## src/rtl/inst_mem_loader.sv

```systemverilog
// Program-image loader: assembles a little-endian byte stream into words and
// writes them to instruction memory while holding the core in reset.
module inst_mem_loader #(
  parameter int          DATA_WIDTH = 32,
  parameter int          ADDR_WIDTH = 10,
  parameter logic [31:0] BASE_ADDR  = 32'h0000_0000
) (
  input  logic                  clk,
  input  logic                  rst_n,
  input  logic                  start_i,
  input  logic [ADDR_WIDTH:0]   len_i,
  input  logic                  abort_i,
  input  logic                  byte_valid_i,
  input  logic [7:0]            byte_i,
  output logic                  byte_ready_o,
  output logic                  mem_we_o,
  output logic [31:0]           mem_waddr_o,
  output logic [DATA_WIDTH-1:0] mem_wdata_o,
  output logic                  cpu_hold_o,
  output logic                  busy_o,
  output logic                  done_o
);

  localparam int LANES  = DATA_WIDTH / 8;
  localparam int LANE_W = (LANES > 1) ? $clog2(LANES) : 1;

  localparam logic [LANE_W-1:0]   LAST_LANE = LANE_W'(LANES - 1);
  localparam logic [LANE_W-1:0]   LANE_ONE  = LANE_W'(1);
  localparam logic [ADDR_WIDTH:0] IDX_ONE   = (ADDR_WIDTH + 1)'(1);
  localparam logic [ADDR_WIDTH:0] LEN_MAX   = {1'b1, {ADDR_WIDTH{1'b0}}};

  typedef enum logic [1:0] {
    IDLE,
    LOAD,
    WRITE,
    DONE
  } state_t;

  state_t                state;
  logic [ADDR_WIDTH:0]   len_q;
  logic [ADDR_WIDTH:0]   word_idx;
  logic [ADDR_WIDTH:0]   word_idx_next;
  logic [LANE_W-1:0]     byte_cnt;
  logic [DATA_WIDTH-1:0] asm_q;
  logic [DATA_WIDTH-1:0] asm_merged;

  // Current partial word with the incoming byte dropped into its lane, so the
  // final byte can go straight into the write-data register.
  always_comb begin
    asm_merged = asm_q;
    asm_merged[8*int'(byte_cnt) +: 8] = byte_i;
  end

  assign word_idx_next = word_idx + IDX_ONE;

  // Outputs are registered alongside the state so each one always reflects the
  // state being entered; that keeps them glitch-free and Moore-timed.
  always_ff @(posedge clk or negedge rst_n) begin
    if (!rst_n) begin
      state        <= IDLE;
      len_q        <= '0;
      word_idx     <= '0;
      byte_cnt     <= '0;
      asm_q        <= '0;
      byte_ready_o <= 1'b0;
      mem_we_o     <= 1'b0;
      mem_waddr_o  <= '0;
      mem_wdata_o  <= '0;
      cpu_hold_o   <= 1'b0;
      busy_o       <= 1'b0;
      done_o       <= 1'b0;
    end else begin
      mem_we_o <= 1'b0;
      done_o   <= 1'b0;

      case (state)
        IDLE: begin
          if (start_i) begin
            len_q    <= (len_i > LEN_MAX) ? LEN_MAX : len_i;
            word_idx <= '0;
            byte_cnt <= '0;
            busy_o   <= 1'b1;
            if (len_i == '0) begin
              state  <= DONE;
              done_o <= 1'b1;
            end else begin
              state        <= LOAD;
              byte_ready_o <= 1'b1;
              cpu_hold_o   <= 1'b1;
            end
          end
        end

        LOAD: begin
          if (abort_i) begin
            state        <= IDLE;
            byte_cnt     <= '0;
            byte_ready_o <= 1'b0;
            cpu_hold_o   <= 1'b0;
            busy_o       <= 1'b0;
          end else if (byte_valid_i) begin
            asm_q    <= asm_merged;
            byte_cnt <= byte_cnt + LANE_ONE;
            if (byte_cnt == LAST_LANE) begin
              state        <= WRITE;
              byte_ready_o <= 1'b0;
              mem_we_o     <= 1'b1;
              mem_waddr_o  <= BASE_ADDR + (32'(word_idx) << 2);
              mem_wdata_o  <= asm_merged;
            end
          end
        end

        WRITE: begin
          word_idx <= word_idx_next;
          byte_cnt <= '0;
          if (abort_i) begin
            state      <= IDLE;
            cpu_hold_o <= 1'b0;
            busy_o     <= 1'b0;
          end else if (word_idx_next == len_q) begin
            state      <= DONE;
            cpu_hold_o <= 1'b0;
            done_o     <= 1'b1;
          end else begin
            state        <= LOAD;
            byte_ready_o <= 1'b1;
          end
        end

        DONE: begin
          state  <= IDLE;
          busy_o <= 1'b0;
        end

        default: begin
          state        <= IDLE;
          byte_ready_o <= 1'b0;
          cpu_hold_o   <= 1'b0;
          busy_o       <= 1'b0;
        end
      endcase
    end
  end

endmodule

```

## config.mk

```make
export PLATFORM = sky130hd
export DESIGN_NAME = inst_mem_loader
export DESIGN_NICKNAME = d
export VERILOG_FILES = /design/src/rtl/inst_mem_loader.sv
export SDC_FILE = /design/constraint.sdc
export NUM_CORES = 1
export LEC_CHECK = 0
export CAP_MARGIN = 15
export CORE_UTILIZATION = 53
export DETAILED_ROUTE_END_ITERATION = 8
export GPL_TIMING_DRIVEN = 0
export HOLD_SLACK_MARGIN = 0.03
export PLACE_DENSITY = 0.8
export SLEW_MARGIN = 5
export SYNTH_ARGS = -nofsm -noshare
export SYNTH_HDL_FRONTEND = slang
export SYNTH_SLANG_ARGS = --single-unit
```

## constraint.sdc

```tcl
create_clock -name clk -period 2.9 [get_ports clk]
set_input_delay 0.87 -clock clk [delete_from_list [all_inputs] [get_ports clk]]
set_output_delay 0.87 -clock clk [all_outputs]
set_load 0.02 [all_outputs]
```

==> impl_metrics.toml, run 1 <==
[setup_path]
setup.worst_path.start_class = "primary input"
slowest_delay_ns = 0.58
endpoint_kind = "flip-flop"
crit_start = "len_i[7]"
cp_data_required_time_ns = 3.16
crit_fanout = 3
path_cells = "clkdlybuf4s50_1 -> or4_1 -> nor4_1 -> inv_1 -> nand2_1 -> a21oi_1 -> a222oi_1"
worstReg2RegStart = "word_idx[1]$_DFFE_PN0P_"
critPathKind = "in -> reg"
arrival_ns = 3.05
critPathSlowestCell = "or4_1"

[sta]
period_needed_ns = 2.79
relSlewSlack = 0.412
hold_viol_final = 0
setup_viol = 0
finClkSkew_ns = 0.0174
post-route-period-util = 0.960
grt_setup_unrepaired = "false"
tightestPinTransition_ns = 0.876
fmax_ghz = 0.359
drv_slew = 0
finalSetupTns_ns = 0

[route]
drtIter0Drc = 266
wl_per_cell_microns = 15.5
dr.pass1.iters = 5
via_per_inst = 5.51
drc = 0
antenna_left = 0
drt-total-wl_microns = 12000
vias = 4252

[global_routing]
grtUsageTotal = 0.244
grtUsageMet1 = 0.345
grtUsageMet2 = 0.382
top_usage_layer = "met2"
gr-usage-met3 = 0.0427
overflow = 0
antenna_found_initial = 0
grt_start_max_net_pins = 57
grt_pass1_vias = 3907
grt_pass1_wl_microns = 19600

[layout]
drive_above_1_share = 0.118
layout_commonest_cell = "dfrtp_1"
final_core_util = 0.660
diodes = 0
final_cell_mix = "105 x dfrtp_1, 67 x nand2_1, 61 x clkdlybuf4s50_1"
final_cells = 771
synthToLayoutAreaGrowth_pct = 20.4
final_nets = 668

[run_status]
status = "finished clean"

[clocking]
htree_levels = 3
clock_path_buffers = 2
post-cts-setup-buffers = 0
clk_pin_slew_worst_paths_ns = 0.10
cts.sinks = 106
cts_tree = "yes"
postCtsHoldBufs = 0
root_buffer = "clkbuf_8"
cts_buffers = 9
clkLatencyLatePin_ns = 0.38

[synthesis]
synth-async-reset-ratio = 1.00
syn_area_sq_um = 5360
seq_area_frac_synth = 0.495
syn_inst = 541
syn_area_per_cell_sq_um = 9.90
synthFlopType = "dfrtp_1"
ys_ff_latch = 106
synthDistinctLibCells = 52
synth_enable_flop_cells = 0
yosysWarnings = 0

[pwr]
power_density_nw_per_um2 = 611
peakVddDrop_v = 0.000469
p_leak_nw = 2.92

[die]
rows = 36
io_pins = 93
dieArea_sq_um = 10500
placeableCoreArea_sq_um = 9770
die_x_microns = 103
die_h_microns = 103
start_util = 0.548

[min_path]
min_path_type = "reg -> reg"
holdCritStartpoint = "mem_wdata_o[20]$_DFFE_PN0P_"

[job]
drv_cap = 0

[placed_design]
place_congestion = 0.891
dp_hpwl_microns = 8730
dp.cells = 757
io_buffer_count = 62
## metrics by stage
stage | cell area (sq um) | total power [mW] | hold WS [ns] | worst slack, ns
CTS | 6450 | 3.94 | 0.495 | 0.00829
global route | 6450 | 4.16 | 0.511 | 0.00595
detailed placement | 6250 | 3.06 | 0.471 | -0.598
floorplan | 5430 | 2.70 | 0.458 | 0.345
global placement | 6220 | 3.00 | 0.463 | -2.76
finish | 6450 | 3.94 | 0.489 | 0.115
## flip-flops by register name, summed over array words and instances (netlist names)
signal	cells
len_q	11
busy_o	1
asm_q	32
done_o	1
byte_cnt	2
word_idx	11
mem_waddr_o	11
mem_we_o	1
cpu_hold_o	1
mem_wdata_o	32
state	2
byte_ready_o	1
## area by class of cell
class / count / area, sq um
Buffer: 58 / 307
Fill cell: 793 / 3320
Inverter: 9 / 33.8
Multi-Input combinational cell: 386 / 2460
Timing Repair Buffer: 63 / 646
Clock inverter: 4 / 33.8
Tap cell: 133 / 166
Clock buffer: 12 / 155
Sequential cell: 106 / 2650
## synth_stat cells (7+ instances only)
cell type,count,area share
buf_1,8,0.0056
inv_1,9,0.0063
a21oi_1,40,0.037
clkbuf_1,24,0.017
dfrtp_1,106,0.50
nand2b_1,11,0.013
ha_1,11,0.026
a22o_1,44,0.072
and2_1,7,0.0082
nand3_1,9,0.0084
mux2_2,13,0.027
o21ai_0,53,0.050
buf_4,21,0.029
nand2_1,67,0.047
buf_2,7,0.0065
nor2b_1,34,0.040
## worst paths after layout
path                            cells after the start                          end  slack, ns
max in group asynchronous                           2      word_idx[1]$_DFFE_PN0P_       1.65
worst max register to register                      7         state[1]$_DFFE_PN0P_       0.16
worst min register to register                      2  mem_wdata_o[20]$_DFFE_PN0P_       0.49
min in group asynchronous                           1  mem_wdata_o[28]$_DFFE_PN0P_       0.53
worst max-delay path                                7         state[1]$_DFFE_PN0P_       0.11
worst min-delay path                                2  mem_wdata_o[20]$_DFFE_PN0P_       0.49
## power breakdown
group	total, mW	internal [mW]	switching (mW)
Combinational	1.26	0.523	0.732
Clock	0.882	0.369	0.512
Sequential	1.80	1.65	0.150
Total	3.94	2.55	1.40
## critical path, delay by kind of cell
kind | cells | cell delay [ns]
and+or+nand+nor | 3 | 1.19
AOI/OAI and AO/OA | 2 | 0.40
buffers and inverters | 2 | 0.58
## cell families after synthesis
group                      count (synthesis)  synth area share
AOI/OAI and AO/OA                        165             0.204
other                                      1          0.000700
xor gates and xnor gates                  11            0.0180
adders and majority gates                 11            0.0257
muxes                                     14            0.0292
buffers and inverters                     69            0.0647
and+or+nand+nor                          164             0.163
DFF                                      106             0.495
## routing by layer
metal / part of all wire / vias up
li1: - / 2058
met1: 0.46 / 2037
met2: 0.47 / 139
met3: 0.053 / 18
met4: 0.013 / 0
met5: 0 / -
## repair_timing
item,CTS,global route
setup endpoints to repair,41,37
resized for setup,4,3
pin swaps,0,0
(Power assumes the default switching activity.)
==> run 2: changes to the inputs <==
--- a/config.mk
+++ b/config.mk
@@ -6,11 +6,12 @@
 export NUM_CORES = 1
 export LEC_CHECK = 0
 export CAP_MARGIN = 15
-export CORE_UTILIZATION = 53
+export CORE_UTILIZATION = 55
+export CTS_BUF_LIST = sky130_fd_sc_hd__clkbuf_2
 export DETAILED_ROUTE_END_ITERATION = 8
 export GPL_TIMING_DRIVEN = 0
 export HOLD_SLACK_MARGIN = 0.03
-export PLACE_DENSITY = 0.8
+export PLACE_DENSITY = 0.83
 export SLEW_MARGIN = 5
 export SYNTH_ARGS = -nofsm -noshare
 export SYNTH_HDL_FRONTEND = slang
==> impl_metrics.toml, run 2 (same netlist as run 1, synthesis figures left out) <==
[sta]
finClkSkew_ns = 0.0279
setup_viol = 0
tightestPinTransition_ns = 1.02
drv_slew = 0
post-route-period-util = 0.951
period_needed_ns = 2.76
fin_ws_ns = 0.142
finalSetupTns_ns = 0
grt_setup_unrepaired = "true"
fmax_ghz = 0.363
hold_viol_final = 0
relSlewSlack = 0.312

[clocking]
cts.sinks = 106
htree_levels = 3
clock_path_buffers = 2
clk_pin_slew_worst_paths_ns = 0.32
cts_tree = "yes"
post-cts-setup-buffers = 0
clkLatencyLatePin_ns = 0.59
cts_buffers = 9
root_buffer = "clkbuf_2"

[route]
wl_per_cell_microns = 16.2
vias = 4314
drt-total-wl_microns = 12500
antenna_left = 0
drtIter0Drc = 232
dr.pass1.iters = 4
drc = 0
via_per_inst = 5.62

[setup_path]
critPathSlowestCell = "nor3_1"
arrival_ns = 3.29
cp_data_required_time_ns = 3.43
critPathKind = "reg -> reg"
setup.worst_path.start_class = "flip-flop"
path_cells = "inv_1 -> ha_1 -> nand2_1 -> nor3_1 -> and2_1 -> clkbuf_1 -> a22o_1"
slowest_delay_ns = 0.79
crit_fanout = 9
endpoint_kind = "flip-flop"

[die]
placeableCoreArea_sq_um = 9330
dieArea_sq_um = 10100
rows = 35
die_x_microns = 101
start_util = 0.574
io_pins = 93
die_h_microns = 101

[layout]
fill_cells = 743
final_core_util = 0.687
layout_commonest_cell = "dfrtp_1"
largestRegisters = "asm_q (32), mem_wdata_o (32)"
final_cell_mix = "105 x dfrtp_1, 67 x nand2_1, 61 x clkdlybuf4s50_1"
multi_input_area_sq_um = 2450
drive_above_1_share = 0.119
synthToLayoutAreaGrowth_pct = 19.7
final_nets = 668
seqCellArea_sq_um = 2650

[global_routing]
grt_start_max_net_pins = 68
top_usage_layer = "met2"
antenna_found_initial = 1
grt_pass1_vias = 4122
grtUsageTotal = 0.267
grt_pass1_wl_microns = 20900
grtUsageMet2 = 0.423
gr-usage-met3 = 0.0381
overflow = 0
grtUsageMet1 = 0.380

[pwr]
p_leak_nw = 2.91
peakVddDrop_v = 0.000517
power_density_nw_per_um2 = 611
power_mw = 3.92

[placed_design]
place_congestion = 0.900
dp_hpwl_microns = 8950
io_buffer_count = 62
dp_slack_ns = -0.658

[run_status]
status = "finished clean"

[min_path]
min_path_type = "in -> async"

[job]
drv_cap = 0
## run 2: through the flow
stage                     instances  hold slack [ns]  area (sq um)
after global routing            768            0.188          6410
final                           768            0.194          6410
after CTS                       767            0.179          6400
after detailed placement        753            0.469          6240
after floorplan                 561            0.458          5430
after global placement          752            0.460          6210
## run 2: per-layer routing
layer	vias up	wire length, microns
li1	2053	-
met5	-	0
met4	0	192
met1	2109	5670
met2	138	5910
met3	14	685
## run 2: layout make-up
type | count | area share
timing repair buffer | 63 | 0.101
sequential | 106 | 0.414
antenna | 1 | 0.000390
clock inverter | 7 | 0.0170
multi-input combinational | 386 | 0.382
tap | 129 | 0.0252
clock buffer | 9 | 0.00703
inverter | 9 | 0.00527
buffer | 58 | 0.0480
## run 2: timing repair
item | in CTS | in global routing
hold buffers | 0 | 0
endpoints found under the setup margin | 17 | 57
endpoints found under the hold margin | 0 | 0
gates resized for setup | 2 | 7
## run 2: worst max-delay path, delay by kind of cell, from the launching register on
kind | cells | cell delay (ns)
simple gates | 3 | 1.09
flops | 1 | 0.53
buf+inv | 2 | 0.48
fa+ha+maj | 1 | 0.41
compound gates | 1 | 0.21
## run 2: worst paths after layout
check                           cells after the start                     endpoint                        from  slack (ns)
worst max-delay path                                7        asm_q[10]$_DFFE_PN0P_     byte_cnt[0]$_DFFE_PN0P_        0.14
worst min register to register                      2   mem_wdata_o[5]$_DFFE_PN0P_  mem_wdata_o[5]$_DFFE_PN0P_        0.52
min in group clk                                    2   mem_wdata_o[5]$_DFFE_PN0P_  mem_wdata_o[5]$_DFFE_PN0P_        0.52
worst min-delay path                                1  mem_wdata_o[23]$_DFFE_PN0P_                       rst_n        0.19
worst max register to register                      7        asm_q[10]$_DFFE_PN0P_     byte_cnt[0]$_DFFE_PN0P_        0.14
max in group asynchronous                           2   mem_wdata_o[8]$_DFFE_PN0P_                       rst_n        1.95
## run 2: power by group
group | switching, mW | leakage [nW] | internal [mW] | total (mW)
clock network | 0.525 | 0.0905 | 0.306 | 0.831
registers | 0.160 | 1.45 | 1.66 | 1.82
logic | 0.742 | 1.37 | 0.528 | 1.27
total | 1.43 | 2.91 | 2.49 | 3.92
==> run 3: changes to the inputs <==
--- a/config.mk
+++ b/config.mk
@@ -11,8 +11,9 @@
 export DETAILED_ROUTE_END_ITERATION = 8
 export GPL_TIMING_DRIVEN = 0
 export HOLD_SLACK_MARGIN = 0.03
+export MAX_ROUTING_LAYER = met4
 export PLACE_DENSITY = 0.83
-export SLEW_MARGIN = 5
+export SLEW_MARGIN = 0
 export SYNTH_ARGS = -nofsm -noshare
 export SYNTH_HDL_FRONTEND = slang
 export SYNTH_SLANG_ARGS = --single-unit
==> impl_metrics.toml, run 3 (same netlist as run 1, synthesis figures left out) <==
[setup_path]
cp_data_required_time_ns = 3.41
slowest_delay_ns = 0.53
r2r-end = "state[1]$_DFFE_PN0P_"
critPathSlowestCell = "dfrtp_2"
r2r.worst_path.cells = 7
rrSetupSlack_ns = 0.12
path_cells = "ha_2 -> nand3_1 -> o21a_1 -> nor4b_2 -> and4_1 -> or3b_1 -> a222oi_1"
critPathTopFamily = "simple AND/OR/NAND/NOR gates"
critPathKind = "reg -> reg"
setup.worst_path.start_class = "flip-flop"
endpoint_kind = "flip-flop"
crit_fanout = 9
crit_buf_inv = 0
worstReg2RegStart = "word_idx[1]$_DFFE_PN0P_"
arrival_ns = 3.29

[pwr]
power_mw = 3.77
power_density_nw_per_um2 = 592
p_leak_nw = 2.89
peakVddDrop_v = 0.000466

[clocking]
cts_tree = "yes"
clk_pin_slew_worst_paths_ns = 0.33
htree_levels = 3
clock_path_buffers = 2
postCtsHoldBufs = 0
clkLatencyLatePin_ns = 0.61
cts_buffers = 9
cts.sinks = 106
post-cts-setup-buffers = 0
root_buffer = "clkbuf_2"

[route]
wl_per_cell_microns = 16.3
via_per_inst = 5.65
vias = 4330
dr.pass1.iters = 5
drc = 0
drtIter0Drc = 308
antenna_left = 0
drt-total-wl_microns = 12500

[global_routing]
grtUsageTotal = 0.270
antenna_found_initial = 0
grt_start_max_net_pins = 68
overflow = 0
grt_pass1_vias = 3984
grt_pass1_wl_microns = 20400

[placed_design]
io_buffer_count = 62
dp_slack_ns = -0.646
placed_area_sq_um = 6240
place_congestion = 0.895
dp_hpwl_microns = 8890

[layout]
final_core_util = 0.682
finalInstanceArea_sq_um = 6360
synthToLayoutAreaGrowth_pct = 18.8
final_nets = 668
largestRegisters = "asm_q (32), mem_wdata_o (32)"
final_cell_mix = "105 x dfrtp_1, 67 x nand2_1, 61 x clkdlybuf4s50_1"
drive_above_1_share = 0.119
diodes = 0
layout_commonest_cell = "dfrtp_1"
fill_cells = 750

[sta]
period_needed_ns = 2.78
drv_slew = 0
setup_viol = 0
grt_setup_unrepaired = "true"
fin_ws_ns = 0.115
relSlewSlack = 0.353
finClkSkew_ns = 0.0396
post-route-period-util = 0.960
tightestPinTransition_ns = 0.963
fmax_ghz = 0.359
hold_viol_final = 0
hold_slack_ns = 0.159

[die]
io_pins = 93
placeableCoreArea_sq_um = 9330
dieArea_sq_um = 10100
die_x_microns = 101
die_h_microns = 101
start_util = 0.574
rows = 35

[job]
drv_cap = 0

[min_path]
min_path_type = "in -> async"

[run_status]
status = "finished clean"
run 3: cell types whose count changed in the layout (fill, tap and decap cells not counted):
cell        delta
bufinv_16      -2
nor2b_2        -1
clkinv_4       -2
inv_8          +1
clkinvlp_4     +1
nor3_1         -1
nor3_2         +1
diode_2        -1
nor2b_1        +1
clkinv_2       +2
run 3: worst register-to-register path, cell delays in order (launching register included):
cell	delay [ns]
dfrtp_2	0.53
ha_2	0.32
nand3_1	0.17
o21a_1	0.22
nor4b_2	0.42
and4_1	0.31
or3b_1	0.41
a222oi_1	0.33
run 3: report_power, final:
part	internal [mW]	leakage, nW	switching (mW)
Combinational	0.525	1.37	0.745
Clock	0.134	0.0680	0.545
Sequential	1.66	1.45	0.162
Total	2.31	2.89	1.45
run 3: cell type report:
class / instances / area, sq um / share of cell area
clock inverter: 7 / 60.1 / 0.00944
buffer: 58 / 308 / 0.0484
timing repair buffer: 63 / 646 / 0.101
clock buffer: 9 / 45.0 / 0.00708
tap: 129 / 161 / 0.0254
sequential: 106 / 2650 / 0.417
multi-input combinational: 386 / 2450 / 0.386
inverter: 9 / 33.8 / 0.00531
run 3: how the worst max path moves through the flow:
| stage | start | to | slack (ns) | cells after the start |
|---|---|---|---|---|
| 2_1_floorplan | word_idx[1]$_DFFE_PN0P_ | state[1]$_DFFE_PN0P_ | 0.34 | 8 |
| 3_3_place_gp | rst_n | mem_waddr_o[5]$_DFFE_PN0P_ | -2.87 | 1 |
| 3_5_place_dp | abort_i | mem_wdata_o[17]$_DFFE_PN0P_ | -0.65 | 9 |
| 4_1_cts | word_idx[1]$_DFFE_PN0P_ | state[1]$_DFFE_PN0P_ | 0.05 | 7 |
| 5_1_grt | word_idx[1]$_DFFE_PN0P_ | state[1]$_DFFE_PN0P_ | -0.04 | 7 |
| 6_report | word_idx[1]$_DFFE_PN0P_ | state[1]$_DFFE_PN0P_ | 0.12 | 7 |
run 3: timing repair:
item	4_1_cts	5_1_grt
gates resized for setup	2	7
pin swaps	0	0
hold endpoints to repair	0	0
endpoints found under the setup margin	11	39
run 3: through the flow:
step	setup TNS (ns)	std cells
2_1_floorplan	0	561
3_3_place_gp	-327.20	752
3_5_place_dp	-26.68	753
4_1_cts	0	767
5_1_grt	-0.0482	767
6_report	0	767
run 3: routing by layer:
metal  track usage  vias to the layer above  part of all wire
li1              -                     2056                 -
met1         0.384                     2095              0.47
met2         0.408                      158              0.46
met3        0.0284                       21             0.049
met4        0.0936                        0             0.017
met5             -                        -                 0
